### src/rtl/ps2_pkg.sv
// Shared types and helpers for the PS/2 receive path.
// Frame state encoding, data width and parity check.
package ps2_pkg;

  typedef enum logic [1:0] {
    IDLE,
    DATA,
    PARITY,
    STOP
  } ps2_rx_state_t;

  localparam int PS2_DATA_BITS = 8;

  function automatic logic odd_parity_ok(
    input logic [PS2_DATA_BITS-1:0] d,
    input logic                     p
  );
    return ^{d, p};
  endfunction

endpackage

### src/rtl/ps2_sync_fifo.sv
// Small synchronous FIFO with valid/ready read side.
// A push into a full FIFO succeeds only with a same-cycle pop.
module ps2_sync_fifo #(
  parameter int WIDTH = 8,
  parameter int DEPTH = 4
) (
  input  logic                     i_clk,
  input  logic                     i_rst_n,
  input  logic                     i_push,
  input  logic [WIDTH-1:0]         i_data,
  output logic                     o_full,
  output logic [WIDTH-1:0]         o_data,
  output logic                     o_valid,
  input  logic                     i_ready,
  output logic [$clog2(DEPTH):0]   o_count
);

  localparam int AW = $clog2(DEPTH);

  logic [WIDTH-1:0] r_mem [DEPTH];
  logic [AW-1:0]    r_wptr;
  logic [AW-1:0]    r_rptr;
  logic [AW:0]      r_count;
  logic             w_pop;
  logic             w_wr;

  assign o_full  = (r_count == (AW+1)'(DEPTH));
  assign o_valid = (r_count != '0);
  assign o_data  = r_mem[r_rptr];
  assign o_count = r_count;
  assign w_pop   = o_valid & i_ready;
  assign w_wr    = i_push & (~o_full | w_pop);

  always_ff @(posedge i_clk or negedge i_rst_n) begin
    if (!i_rst_n) begin
      for (int i = 0; i < DEPTH; i++) r_mem[i] <= '0;
      r_wptr  <= '0;
      r_rptr  <= '0;
      r_count <= '0;
    end else begin
      if (w_wr) begin
        r_mem[r_wptr] <= i_data;
        r_wptr        <= r_wptr + 1'b1;
      end
      if (w_pop) r_rptr <= r_rptr + 1'b1;
      unique case ({w_wr, w_pop})
        2'b10:   r_count <= r_count + 1'b1;
        2'b01:   r_count <= r_count - 1'b1;
        default: r_count <= r_count;
      endcase
    end
  end

endmodule

### src/rtl/ps2_rx_fifo.sv
// PS/2 device-to-host receiver: sync, glitch filter, frame FSM,
// inter-bit timeout and buffered byte output with overflow flag.
module ps2_rx_fifo
  import ps2_pkg::*;
#(
  parameter int FILT_LEN    = 8,
  parameter int TIMEOUT_CYC = 10000,
  parameter int FIFO_DEPTH  = 4
) (
  input  logic                          i_clk,
  input  logic                          i_rst_n,
  input  logic                          ps2_clk,
  input  logic                          ps2_dat,
  output logic [7:0]                    o_data,
  output logic                          o_valid,
  input  logic                          i_ready,
  output logic [$clog2(FIFO_DEPTH):0]   o_count,
  output logic                          o_parity_err,
  output logic                          o_frame_err,
  output logic                          o_timeout,
  output logic                          o_overflow,
  input  logic                          i_err_clr
);

  localparam int FW = (FILT_LEN > 1) ? $clog2(FILT_LEN) : 1;
  localparam logic [FW-1:0] FMAX = FW'(FILT_LEN - 1);
  localparam int TW = $clog2(TIMEOUT_CYC + 1);
  localparam logic [TW-1:0] TMAX = TW'(TIMEOUT_CYC - 1);

  logic [1:0]    w_pin;
  logic [1:0]    r_meta;
  logic [1:0]    r_sync;
  logic [1:0]    r_filt;
  logic [FW-1:0] r_fcnt [2];
  logic          r_clk_q;
  logic          w_fall;
  logic          w_bit;

  assign w_pin  = {ps2_dat, ps2_clk};
  assign w_fall = r_clk_q & ~r_filt[0];
  assign w_bit  = r_filt[1];

  // Index 0 is the clock pin, index 1 the data pin.
  always_ff @(posedge i_clk or negedge i_rst_n) begin
    if (!i_rst_n) begin
      r_meta    <= '1;
      r_sync    <= '1;
      r_filt    <= '1;
      r_fcnt[0] <= '0;
      r_fcnt[1] <= '0;
      r_clk_q   <= 1'b1;
    end else begin
      r_meta  <= w_pin;
      r_sync  <= r_meta;
      r_clk_q <= r_filt[0];
      for (int i = 0; i < 2; i++) begin
        if (r_sync[i] == r_filt[i]) begin
          r_fcnt[i] <= '0;
        end else if (r_fcnt[i] == FMAX) begin
          r_filt[i] <= r_sync[i];
          r_fcnt[i] <= '0;
        end else begin
          r_fcnt[i] <= r_fcnt[i] + 1'b1;
        end
      end
    end
  end

  ps2_rx_state_t            r_state, w_state_n;
  logic [2:0]               r_bitcnt, w_bitcnt_n;
  logic [PS2_DATA_BITS-1:0] r_shift, w_shift_n;
  logic                     r_par, w_par_n;
  logic [TW-1:0]            r_tcnt, w_tcnt_n;
  logic                     r_push, w_push_n;
  logic                     r_perr, w_perr_n;
  logic                     r_ferr, w_ferr_n;
  logic                     r_to, w_to_n;
  logic                     r_ovf;

  always_ff @(posedge i_clk or negedge i_rst_n) begin
    if (!i_rst_n) begin
      r_state  <= IDLE;
      r_bitcnt <= '0;
      r_shift  <= '0;
      r_par    <= 1'b0;
      r_tcnt   <= '0;
      r_push   <= 1'b0;
      r_perr   <= 1'b0;
      r_ferr   <= 1'b0;
      r_to     <= 1'b0;
    end else begin
      r_state  <= w_state_n;
      r_bitcnt <= w_bitcnt_n;
      r_shift  <= w_shift_n;
      r_par    <= w_par_n;
      r_tcnt   <= w_tcnt_n;
      r_push   <= w_push_n;
      r_perr   <= w_perr_n;
      r_ferr   <= w_ferr_n;
      r_to     <= w_to_n;
    end
  end

  always_comb begin
    w_state_n  = r_state;
    w_bitcnt_n = r_bitcnt;
    w_shift_n  = r_shift;
    w_par_n    = r_par;
    w_tcnt_n   = r_tcnt;
    w_push_n   = 1'b0;
    w_perr_n   = 1'b0;
    w_ferr_n   = 1'b0;
    w_to_n     = 1'b0;
    unique case (r_state)
      IDLE: begin
        if (w_fall && !w_bit) begin
          w_state_n  = DATA;
          w_bitcnt_n = '0;
        end
      end
      DATA: begin
        if (w_fall) begin
          w_shift_n  = {w_bit, r_shift[PS2_DATA_BITS-1:1]};
          w_bitcnt_n = r_bitcnt + 3'd1;
          if (r_bitcnt == 3'(PS2_DATA_BITS - 1)) w_state_n = PARITY;
        end
      end
      PARITY: begin
        if (w_fall) begin
          w_par_n   = w_bit;
          w_state_n = STOP;
        end
      end
      STOP: begin
        if (w_fall) begin
          w_state_n = IDLE;
          if (!w_bit) w_ferr_n = 1'b1;
          else if (!odd_parity_ok(r_shift, r_par)) w_perr_n = 1'b1;
          else w_push_n = 1'b1;
        end
      end
      default: w_state_n = IDLE;
    endcase
    if (r_state == IDLE || w_fall) begin
      w_tcnt_n = '0;
    end else if (r_tcnt == TMAX) begin
      w_tcnt_n  = '0;
      w_to_n    = 1'b1;
      w_state_n = IDLE;
    end else begin
      w_tcnt_n = r_tcnt + 1'b1;
    end
  end

  logic w_full;
  logic w_pop;
  logic w_drop;

  assign w_pop  = o_valid & i_ready;
  assign w_drop = r_push & w_full & ~w_pop;

  // A drop in the same cycle as a clear leaves the flag set.
  always_ff @(posedge i_clk or negedge i_rst_n) begin
    if (!i_rst_n) r_ovf <= 1'b0;
    else if (w_drop) r_ovf <= 1'b1;
    else if (i_err_clr) r_ovf <= 1'b0;
  end

  ps2_sync_fifo #(
    .WIDTH (PS2_DATA_BITS),
    .DEPTH (FIFO_DEPTH)
  ) u_fifo (
    .i_clk   (i_clk),
    .i_rst_n (i_rst_n),
    .i_push  (r_push),
    .i_data  (r_shift),
    .o_full  (w_full),
    .o_data  (o_data),
    .o_valid (o_valid),
    .i_ready (i_ready),
    .o_count (o_count)
  );

  assign o_parity_err = r_perr;
  assign o_frame_err  = r_ferr;
  assign o_timeout    = r_to;
  assign o_overflow   = r_ovf;

endmodule

### config.mk
export PLATFORM = sky130hd
export DESIGN_NAME = ps2_rx_fifo
export DESIGN_NICKNAME = d
export VERILOG_FILES = /design/src/rtl/ps2_pkg.sv /design/src/rtl/ps2_sync_fifo.sv /design/src/rtl/ps2_rx_fifo.sv
export SDC_FILE = /design/constraint.sdc
export NUM_CORES = 1
export LEC_CHECK = 0
export ABC_AREA = 1
export BUFFER_PORTS_ARGS = -buffer_cell sky130_fd_sc_hd__buf_2
export CORE_ASPECT_RATIO = 1.25
export CORE_MARGIN = 5
export CORE_UTILIZATION = 50
export CTS_CLUSTER_DIAMETER = 100
export CTS_CLUSTER_SIZE = 30
export DETAILED_ROUTE_END_ITERATION = 8
export GPL_ROUTABILITY_DRIVEN = 0
export PLACE_DENSITY = 0.65
export SETUP_SLACK_MARGIN = 0.3
export SLEW_MARGIN = 20
export SYNTH_ARGS = -nofsm -noshare
export SYNTH_HDL_FRONTEND = slang
export SYNTH_SLANG_ARGS = --single-unit
### constraint.sdc
create_clock -name i_clk -period 2.5 [get_ports i_clk]
set_input_delay 0.5 -clock i_clk [delete_from_list [all_inputs] [get_ports i_clk]]
set_output_delay 0.5 -clock i_clk [all_outputs]
set_load 0.05 [all_outputs]
* Yosys cells after proc, flatten, opt, wreduce, memory -nomap -nowiden
Index checks and enable logic that the tools add are counted.
** Storage, ports and cells
- Register bits :: 85
- Input port bits :: 6
- Logic and storage cells :: 116
** Cells by class
- $add $sub $neg :: 8
- Order comparisons :: 3
- Equality and inequality tests :: 14
- Muxes and demuxes :: 39
- Bitwise gates (word level) :: 13
- Reduce and logical (&&, ||, !) cells :: 15
** Operator list (count)
- $bwmux W32 :: 1
- $mux W14 :: 2
- $mux W8 :: 3
- $mux W3 :: 6
- $bmux W8 S2 :: 1
- $demux W8 S2 :: 1
- $mux W1 :: 15
- $add A14 B1 Y14 const B :: 1
- $eq A14 B14 Y1 const B :: 1
- $mux W2 :: 7
- $add A3 B1 Y3 const B :: 4
- $eq A3 B3 Y1 const B :: 4
- $pmux W3 S2 :: 2
- $reduce_xor A9 Y1 :: 1
- $pmux W2 S4 :: 1
- $reduce_and A2 Y1 :: 4
- $eq A2 B2 Y1 const B :: 3
- $ge A3 B3 Y1 const B :: 2
- $not A2 Y3 :: 2
- $reduce_bool A2 Y1 :: 3
- $and A1 B1 Y1 :: 5
- $not A1 Y1 :: 5
- $add A2 B1 Y2 const B :: 2
- $eq A2 B1 Y1 const B :: 2
- 11 further kinds :: 14

* Longest topological paths before layout
- Depth after elaboration :: 7
- Mapped depth :: 10
- Gate-level depth less buffers :: 10

* Cells and area by module
Synthesis repeated with hierarchy kept, for this count alone.
** Unflattened totals
- Cell total of the unflattened synthesis :: 479
- Area, all modules :: 4186.5 um^2
** Modules (own cells, without submodules)
- ps2_rx_fifo :: instances 1, cells an instance 244, area each 2177.1 um^2
- ps2_sync_fifo :: instances 1, cells an instance 235, area each 2009.4 um^2

* Least setup slack after synthesis
No wires, ideal clock.
- Path kind :: reg-to-reg
- Start :: reg u_fifo.r_count[1] (netlist: u_fifo.o_count[1])
- End :: reg u_fifo.r_count[2] (netlist: u_fifo.o_count[2])
- Library setup time :: 131 ps
- Arrival :: 2066 ps
- Slack :: 303 ps
- Cell stages (with the launch flop) :: 11
- Clock period less this slack :: 2197 ps
- Path through :: dfrtp_1 nor2_2 nand3_2 nand2_4 buf_12 ha_1 inv_1 fa_1 a21oi_1 o21ai_0 xor2_1
** On the way
- Cells in the longest elaborated chain, start to end :: 6
** Ends and longest elaborated chain
- from (decl) :: line ps2_sync_fifo.sv:23 : logic [AW:0] r_count;
- from (signal assigned) :: line ps2_sync_fifo.sv:47 : 2'b10: r_count <= r_count + 1'b1;
- from (signal assigned) :: line ps2_sync_fifo.sv:48 : 2'b01: r_count <= r_count - 1'b1;
- from (signal assigned) :: line ps2_sync_fifo.sv:49 : default: r_count <= r_count;
- $reduce_bool A3 Y1 / $eq A3 B3 Y1 (equally long branches) :: line ps2_sync_fifo.sv:28, ps2_sync_fifo.sv:27
- $and A1 B1 Y1 / $not A1 Y1 (equally long branches) :: line ps2_sync_fifo.sv:31, ps2_sync_fifo.sv:32
- $or A1 B1 Y1 :: line ps2_sync_fifo.sv:32 : assign w_wr = i_push & (~o_full | w_pop);
- $and A1 B1 Y1 :: line ps2_sync_fifo.sv:32
- $eq A2 B1 Y1 / $eq A2 B2 Y1 (equally long branches) :: line ps2_sync_fifo.sv:46 : unique case ({w_wr, w_pop})
- $pmux W3 S2 / $reduce_bool A2 Y1 (equally long branches)
Parallel ways exist; a longest one is shown, timed or not.
A chain may end at the register's enable or synchronous reset.

* Worst setup path in the final report
- Start :: reg u_fifo.r_rptr[0]
- End :: out o_data[5]
** On the way
- Cells in the longest elaborated chain, start to end :: 4
** Ends and longest elaborated chain
- from (decl) :: line ps2_sync_fifo.sv:22 : logic [AW-1:0] r_rptr;
- from (signal assigned) :: line ps2_sync_fifo.sv:45 : if (w_pop) r_rptr <= r_rptr + 1'b1;
- $not A2 Y3 (not written as such) :: line ps2_sync_fifo.sv:29 : assign o_data = r_mem[r_rptr];
- $bmux W8 S2 :: line ps2_sync_fifo.sv:29
- $mux W8 (not written as such) (2 in a row) :: line ps2_sync_fifo.sv:29
- to (decl) :: line ps2_rx_fifo.sv:14 : output logic [7:0] o_data,
No other way between the ends. The select of a mux whose other input is x is not followed.

==> qor.txt <==
status -> complete, no violations
static leakage -> 2.140 nW
ys flop type -> dfrtp_1
Post-synth ARST share -> 1.000
critical path's slowest cell -> dfrtp_2
most common cell after layout, fill and taps aside -> nand2_1
initial core utilization -> 0.5138
xor/xnor cell area share of the yosys netlist -> 0.01969
# setup viols final -> 0
Simple-Gate Fraction of Synth Area -> 0.2066
Final Power -> 4.428 mW
worst path arrival time -> 1.60 ns
Power Dens Cells -> 998.2 nW/um2
RSZ-0062 raised after global routing -> no
met2 routed WL -> 3639 um
via density per instance -> 5.092
Clock Sinks -> 85
Synth cell types -> 30
mux cell area share after synthesis -> 0
setup TNS -> 0 ns
Overflow after GRT -> 0
ANT nets after route -> 0
commonest cells after routing, fill and taps aside -> nand2_1 (104), dfrtp_1 (76), inv_1 (55)
delay of the slowest cell on the worst path -> 0.45 ns
DRT iter0 DRCs -> 141
top sig layer -> met4
maximum vdd ir drop -> 0.0007085 V
FF+latch count, synth -> 85
crit path kind -> flip-flop to output pin
WL/cell -> 12.87 um
clk_lat worst skew -> 0.35 ns
mean post-synth cell area -> 8.917 um2
Hold Path Class -> primary input to async pin
Detail Placement HPWL -> 5171 um
Final Cycle Share -> 0.8385
Max clock buf depth -> 2
sequential-to-total area share from yosys stat -> 0.5334
largest net degree at the start of global routing -> 36
Least-Margin Pin Slew -> 0.6409 ns
number of I/O port buffers -> 21
skew final -> 0.01398 ns
post-synthesis compound-gate area fraction -> 0.1231
post-synthesis adder-cell area fraction -> 0.04250
layout cells sized above 1 -> 0.1313
crit-path cells -> buf_6, o21ai_0, o22ai_1, buf_2
fillcell total -> 720
Core Area -> 7792 um2
Post-synth EDFFs -> 0
site row count -> 36
WP buf/inv -> 2
Die Wd -> 90.04 um
largest family of logic cells by synthesized area -> simple AND/OR/NAND/NOR gates
family with the most delay on the worst path -> buffers and inverters
pre-CTS WS -> 0.3842 ns
Root Buffer -> clkbuf_8
Area growth, synth to finish -> 10.78%
vias in the first global route -> 2876
Synth Net Count -> 468
Fmax -> 477.0 MHz
CTS tree -> yes
Die Y -> 110.1 um
Max Cap Viol -> 0
fin nets -> 494
initial antenna violation count -> 0
Max Slew Vio Count -> 0
final setup margin -> 0.4037 ns
final WL -> 7399 um
wl on met1 -> 3386 um
critical-path maximum fanout -> 18
Residual DRC -> 0
first-pass GRT wire length -> 12800 um
cts bufs inserted -> 9
hold_buf cts -> 0
vias -> 2928
fin crit period -> 2.096 ns
relative slew slack -> 0.5723
type of origin of the critical path -> flip-flop
Mapped Area -> 4004 um2
clk slew on worst S/H paths -> 0.09 ns
I/O pins -> 22
Hold Violations, Final -> 0
full die area -> 9909 um2
Crit. End Element -> output pin
DR pass1 iterations -> 4
GRT Total Usage -> 0.1595
H-tree depth -> 3
WL met3 -> 212 um
n_diodes -> 0
synth warn -> 0
Critical Path RT -> 2.00 ns
gate count after technology mapping -> 449
==> power by group <==
group / leakage (nW) / switching (mW) / total (mW) / internal (mW)
clock network: 0.106 / 0.491 / 1.08 / 0.592
registers: 1.13 / 0.161 / 1.74 / 1.57
logic: 0.909 / 1.15 / 1.61 / 0.460
total: 2.14 / 1.80 / 4.43 / 2.63
==> registers in the layout, summed over array words and instances (netlist names), 3 cells and up <==
register,count
u_fifo.r_mem,32
r_tcnt,14
r_shift,8
r_fcnt,6
r_bitcnt,3
u_fifo.o_count,3
==> metal layers <==
layer | up-vias | track usage
li1 | 1492 | -
met1 | 1376 | 0.1942
met2 | 44 | 0.2741
met3 | 16 | 0.03123
met4 | 0 | 0.07766
met5 | - | 0
==> worst paths after layout <==
| kind | from | to | slack [ns] | depth (start not counted) |
|---|---|---|---|---|
| setup reg to reg | u_fifo.o_count[1]$_DFFE_PN0P_ | u_fifo.o_count[2]$_DFFE_PN0P_ | 0.47 | 9 |
| hold reg to reg | r_meta[0]$_DFF_PN1_ | r_sync[0]$_DFF_PN1_ | 0.36 | 0 |
| hold / removal | i_rst_n | u_fifo.r_mem[28]$_DFFE_PN0P_ | 0.08 | 1 |
| setup / recovery | u_fifo.r_rptr[0]$_DFFE_PN0P_ | o_data[5] | 0.40 | 4 |
| max in group asynchronous | i_rst_n | r_filt[1]$_DFFE_PN1P_ | 1.73 | 2 |
| min in group i_clk | ps2_dat | r_meta[1]$_DFF_PN1_ | 0.24 | 1 |
==> worst register-to-register path, cell delays in order, from the launching register on <==
cell and delay, ns:
dfrtp_1 0.42, nor2_2 0.18, nand3_2 0.12, nand2_4 0.18, ha_1 0.17, inv_1 0.06
fa_1 0.38, a21oi_1 0.14, o21ai_0 0.11, xor2_1 0.15
==> through the flow <==
stage	instances	instance area [um2]	hold WS [ns]	util
floorplan	449	4004	0.2044	-
global placement	557	4180	0.3461	0.5364
detailed placement	557	4180	0.3491	0.5364
CTS	573	4409	0.08700	0.5658
global route	575	4436	0.1100	0.5692
finish	575	4436	0.07550	0.5692
==> area by class of cell <==
class	instances	area, um2	share of cell area
Tap cell	95	118.9	0.02680
Timing Repair inverter	1	7.507	0.001693
Clock inverter	5	83.83	0.01890
Multi-Input combinational cell	296	1569	0.3537
Clock buffer	11	141.4	0.03188
Timing Repair Buffer	25	158.9	0.03583
Sequential cell	85	2138	0.4821
Inverter	57	217.7	0.04908
==> logic make-up (layout without fill, tap and decap cells) <==
logic type                 after synthesis  in the layout
AOI/OAI and AO/OA                       81             81
xor gates and xnor gates                 9              9
adders and majority gates               13             13
buffers and inverters                   68             99
DFF                                     85             85
and+or+nand+nor                        193            193
==> cell usage after synthesis, types with 3 or more instances <==
master | instances | area (um2)
nand2_1 | 104 | 390.4
o21ai_0 | 36 | 180.2
nor3_1 | 9 | 45.04
o22ai_1 | 9 | 56.30
nand3_1 | 15 | 75.07
dfrtp_1 | 78 | 1952
nor3b_1 | 4 | 30.03
nand4_1 | 3 | 18.77
inv_1 | 57 | 214.0
a21oi_1 | 6 | 30.03
ha_1 | 12 | 150.1
xor2_1 | 6 | 52.55
o21a_1 | 28 | 210.2
dfstp_2 | 7 | 183.9
nor2_2 | 4 | 25.02
xnor2_1 | 3 | 26.28
nor2_1 | 47 | 176.4
buf_2 | 4 | 20.02
==> timing repair <==
item                                   in CTS  in global routing
endpoints found under the hold margin       0                  0
gates cloned                                0                  1
setup buffers                               0                  1
resized for setup                           2                  6
setup endpoints to repair                   5                  2
No activity file was read; power rests on OpenSTA's default activity.
